## src/rtl/dff_pipe.sv

```systemverilog
// Multi-stage register pipeline with per-stage valid bits, valid/ready flow
// control, bubble collapsing, synchronous flush and a registered occupancy count.
module dff_pipe #(
    parameter int unsigned           WIDTH     = 8,
    parameter int unsigned           DEPTH     = 3,
    parameter logic [WIDTH-1:0]      RESET_VAL = '0,
    localparam int unsigned          CW        = $clog2(DEPTH + 1)
) (
    input  logic             clk,
    input  logic             reset_async,
    input  logic             flush,
    input  logic             in_valid,
    input  logic [WIDTH-1:0] in_data,
    output logic             in_ready,
    output logic             out_valid,
    output logic [WIDTH-1:0] out_data,
    input  logic             out_ready,
    output logic [CW-1:0]    occupancy
);

    // Handshake: a word moves across a port on a rising edge where valid and
    // ready are both high; valid never depends on ready, ready may depend on
    // downstream ready (out_ready -> in_ready is the only combinational path).

    logic [DEPTH-1:0] vld;
    logic [WIDTH-1:0] dat [DEPTH];
    logic [CW-1:0]    occ;

    logic [DEPTH-1:0] rdy;
    logic [DEPTH-1:0] src_vld;
    logic [WIDTH-1:0] src_dat [DEPTH];
    logic             xfer_in;
    logic             xfer_out;

    // A stage can load when the stage ahead is loading or it is empty itself,
    // which is what lets bubbles collapse while the consumer stalls.
    always_comb begin
        rdy            = '0;
        rdy[DEPTH-1]   = out_ready | ~vld[DEPTH-1];
        for (int i = DEPTH - 2; i >= 0; i--) begin
            rdy[i] = rdy[i+1] | ~vld[i];
        end
    end

    always_comb begin
        src_vld    = '0;
        src_dat[0] = in_data;
        src_vld[0] = in_valid & ~flush;
        for (int i = 1; i < DEPTH; i++) begin
            src_vld[i] = vld[i-1];
            src_dat[i] = dat[i-1];
        end
    end

    assign in_ready  = rdy[0] & ~flush;
    assign out_valid = vld[DEPTH-1];
    assign out_data  = dat[DEPTH-1];
    assign occupancy = occ;

    assign xfer_in  = in_valid & in_ready;
    assign xfer_out = vld[DEPTH-1] & out_ready;

    always_ff @(posedge clk or posedge reset_async) begin
        if (reset_async) begin
            vld <= '0;
            occ <= '0;
            for (int i = 0; i < DEPTH; i++) begin
                dat[i] <= RESET_VAL;
            end
        end else if (flush) begin
            vld <= '0;
            occ <= '0;
            for (int i = 0; i < DEPTH; i++) begin
                dat[i] <= RESET_VAL;
            end
        end else begin
            for (int i = 0; i < DEPTH; i++) begin
                if (rdy[i]) begin
                    vld[i] <= src_vld[i];
                    // A bubble leaves the data register untouched.
                    if (src_vld[i]) begin
                        dat[i] <= src_dat[i];
                    end
                end
            end
            occ <= occ + CW'(xfer_in) - CW'(xfer_out);
        end
    end

endmodule
```

## config.mk

```make
export PLATFORM = sky130hd
export DESIGN_NAME = dff_pipe
export DESIGN_NICKNAME = d
export VERILOG_FILES = /design/src/rtl/dff_pipe.sv
export SDC_FILE = /design/constraint.sdc
export NUM_CORES = 1
export LEC_CHECK = 0
export ABC_AREA = 0
export CORE_UTILIZATION = 45
export CTS_CLUSTER_DIAMETER = 30
export DETAILED_ROUTE_END_ITERATION = 16
export GPL_ROUTABILITY_DRIVEN = 1
export GPL_TIMING_DRIVEN = 0
export PLACE_DENSITY = 0.71
export SYNTH_ARGS = -nofsm -noshare
export SYNTH_HDL_FRONTEND = slang
export SYNTH_SLANG_ARGS = --single-unit
```

## constraint.sdc

```tcl
create_clock -name clk -period 5.1 [get_ports clk]
set_input_delay 0.51 -clock clk [delete_from_list [all_inputs] [get_ports clk]]
set_output_delay 0.51 -clock clk [all_outputs]
set_load 0.005 [all_outputs]
```

# Word-level counts from Yosys, hierarchy flattened
# Index checks and enable logic that the tools add are counted.
# totals
ff_bits	29
inputBits	13
# classes
n_addsub	2
muxes	12
bitwise_logic	11
reduce_logical	9
# op_table
operator	count
8-bit 2-to-1 mux	6
24-bit 2-to-1 mux	1
2-bit nonzero test	6
2-bit AND reduction	3
1-bit AND	4
1-bit inverter	4
1-bit 2-to-1 mux	3
3-bit 2-to-1 mux	1
1-bit bitwise OR	3
2-bit by 1-bit adder with 2-bit output	1
2-bit 2-to-1 mux	1
2-bit by 1-bit subtractor with 2-bit output	1

# Depth between registers and ports, before layout
# depth
depth_word	9
depth_mapped	8
mapped_depth_nobuf	8

# Least setup slack after synthesis
# OpenSTA, ideal clock, no wires.
# synth_path
path_type	input to register
startpoint	in flush
endpoint	reg occ[0] (netlist: occupancy[0])
setup_ns	0.129
arrival_ns	1.761
required_time_ns	4.971
slack_ns	3.210
stages	7
path_cell_list	buf_2 nor3b_4 inv_1 ha_1 inv_1 ha_1 nor2b_1
# synth_via
elab_chain_len	6
# synth_rtl
element	line	rtl
start: declaration	11	input logic flush,
1-bit inverter	55	assign in_ready = rdy[0] & ~flush;
1-bit AND	55	
1-bit AND	60	assign xfer_in = in_valid & in_ready;
2-bit by 1-bit adder with 2-bit output	86	occ <= occ + CW'(xfer_in) - CW'(xfer_out);
2-bit by 1-bit subtractor with 2-bit output	86	
2-bit 2-to-1 mux *	70	end else if (flush) begin
end signal: assignment	86	
end: declaration	27	logic [CW-1:0] occ;
# Every way passes the cells marked *; elsewhere a longest branch is shown, timed or not.
# A chain may end at the register's enable or synchronous reset.

# Worst setup path after layout
# layout_path
startpoint	in out_ready
endpoint	out in_ready
# layout_via
elab_chain_len	4
# layout_rtl
element	line	rtl
start: declaration	17	input logic out_ready,
1-bit bitwise OR	39	rdy[DEPTH-1] = out_ready | ~vld[DEPTH-1];
1-bit bitwise OR (2 in series)	41	rdy[i] = rdy[i+1] | ~vld[i];
1-bit AND	55	
end: declaration	14	output logic in_ready,
# No other way between the ends.

==> flow_metrics.py <==
metrics = {
    "outcome": {
        "outcome": "finished, final reports clean",
    },
    "worst_setup_path": {
        "critPathMaxFanout": 5,
        "cp.arrival_ns": 1.90,
        "path_class": "input pin to primary output",
        "reg2reg_slack_ns": 3.14,
        "reg2reg_depth": 8,
        "r2r-start": "vld[2]",
        "crit_start": "out_ready",
        "required_ns": 4.59,
        "critPathCaptureType": "primary output",
        "critPathLaunchType": "input pin",
        "crit_path_end": "in_ready",
        "worstReg2RegEnd": "occupancy[1]",
    },
    "global_route": {
        "first_global_vias": 865,
        "grt_max_degree": 30,
        "antenna_found_initial": 0,
        "track_usage": 0.160,
        "grt_first_pass_wirelength_um": 3800,
        "grt-ovfl-total": 0,
    },
    "flow_run": {
        "cap_violations": 0,
    },
    "routing": {
        "drtIter0Drc": 23,
        "drc": 0,
        "ant_nets": 0,
        "via_count": 878,
        "firstDrtPassIters": 4,
        "wire_per_inst_um": 13.1,
        "vias_per_cell": 5.23,
        "drt_wl_total_um": 2200,
    },
    "synth": {
        "synth_area_mm2": 0.00130,
        "synthCells": 106,
        "ys.flop_type": "dfrtp_1",
        "synth_seq_cells": 29,
        "synthDistinctLibCells": 23,
        "ys_top_cells_by_area": "dfrtp_1 56%, a22o_1 11%, buf_4 4.6%, a21oi_1 4.2%, nand3_1 3.1%",
        "netlist_top_cells_count": "29 x dfrtp_1, 16 x a22o_1, 11 x a21oi_1",
        "ys_warn_count": 0,
        "synth_top_area_share": 0.558,
        "syn_nets": 121,
        "synth_top_cell_by_area": "dfrtp_1",
        "synth_most_common_cell": "dfrtp_1",
        "avgSynthCellArea_um2": 12.3,
        "ys_seq_area_frac": 0.558,
        "synth_edf_count": 0,
        "async_flop_share": 1.00,
    },
    "clocking": {
        "postCtsSetupRepairBufs": 0,
        "clk_path_buf_depth": 2,
        "cts_root_buffer": "clkbuf_4",
        "cts.sinks": 29,
        "clk_pin_slew_ns": 0.09,
        "cts.hold.buffers_added": 0,
        "clkLatencyLatePin_ns": 0.32,
        "cts_buffers": 5,
        "cts_resized": 0,
        "cts_max_level": 2,
        "tritoncts": "done",
    },
    "place": {
        "postPlaceCellArea_mm2": 0.00157,
        "io_buffers": 23,
        "dp_cells": 160,
        "finalWeightedCongestion": 0.757,
        "hpwl_um": 1650,
    },
    "timing": {
        "fin_skew_ns": 0.00205,
        "setup_viol": 0,
        "fmax_ghz": 0.415,
        "holdWs_ns": 0.512,
        "relSlewSlack": 0.314,
        "post-route-period-util": 0.473,
        "fin_crit_ns": 2.41,
        "slew_violations": 0,
        "rsz0062_at_grt": "false",
        "tightest_slew_ns": 1.03,
        "hold_viol": 0,
        "final.setup.tns_ns": 0,
    },
    "min_path": {
        "min-delay-path-class": "flip-flop to flip-flop",
    },
    "pwr": {
        "ir_worst_vdd_mv": 0.241,
        "power_density_mw_per_mm2": 272,
        "leakage_uw": 0.000801,
    },
    "final_layout": {
        "nets": 151,
        "final_util": 0.594,
        "layout-drive-gt1-share": 0.182,
        "stdcell_count": 168,
        "fillCellCount": 240,
        "insertedDiodeCount": 0,
        "area_growth_pct": 26.1,
        "postLayoutCellArea_mm2": 0.00164,
    },
    "floorplan": {
        "floorplan.initialDensity": 0.471,
        "pin_count": 25,
        "core-area_mm2": 0.00276,
        "rows": 19,
        "die_x_um": 55.8,
        "die_h_um": 55.8,
        "dieArea_mm2": 0.00311,
    },
}
-- registers in the layout, indices dropped and copies added (netlist names) --
signal and count:
out_data 8, occupancy 2, vld 3, dat 16
-- through the flow --
step | worst slack, ns | total power, µW
2_1_floorplan | 3.21 | 272
3_3_place_gp | 2.59 | 291
3_5_place_dp | 2.53 | 293
4_1_cts | 2.68 | 448
5_1_grt | 2.62 | 464
6_report | 2.69 | 446
-- where the power goes --
part           internal, µW  switching, µW
logic                  23.0           20.8
registers               238           6.23
clock network          79.8           78.9
total                   340            106
-- per-layer routing --
layer / track usage / routed length (µm)
met5: 0 / 0
met4: 0.0857 / 48
met3: 0.0419 / 89
met2: 0.256 / 1060
met1: 0.197 / 1000
-- logic make-up after synthesis --
group,synth area share
flops,0.558
buf+inv,0.0818
fa+ha+maj,0.0192
simple gates,0.121
compound gates,0.206
xor+xnor,0.0135
-- worst min path at each step --
| stage | cells past startpoint | end | slack [ns] | from |
|---|---|---|---|---|
| after detailed placement | 1 | dat[14] | 0.49 | dat[14] |
| final | 1 | dat[9] | 0.51 | dat[9] |
| after floorplan | 1 | dat[11] | 0.47 | dat[11] |
| after CTS | 1 | dat[12] | 0.52 | dat[20] |
| after global placement | 1 | dat[10] | 0.49 | dat[10] |
| after global routing | 1 | dat[20] | 0.52 | dat[20] |
-- cell type report --
class,instances,area [µm²],share of cell area
Clock buffer,7,65.1,0.0397
Sequential cell,29,726,0.443
Clock inverter,1,5.00,0.00305
Inverter,6,22.5,0.0137
Timing Repair Buffer,23,230,0.140
Multi-Input combinational cell,59,468,0.285
Buffer,12,83.8,0.0511
Tap cell,31,38.8,0.0237
-- critical path, cell delays in order --
cell and delay, ns:
clkdlybuf4s50_1 0.54, nand4b_4 0.20, nor2b_1 0.15, clkdlybuf4s50_1 0.50
-- cell usage in the layout (no fill, tap or decap), types with 2 or more instances in the layout --
master,instances
clkbuf_1,2
a22o_1,16
nand3_1,8
clkbuf_8,2
inv_1,5
nor3b_4,2
o21ai_0,8
a21oi_4,2
buf_4,8
clkdlybuf4s50_1,23
ha_1,2
a21oi_1,11
dfrtp_1,29
nor2b_1,2
clkbuf_4,5
Note: power is estimated with default switching activity, not from simulation.
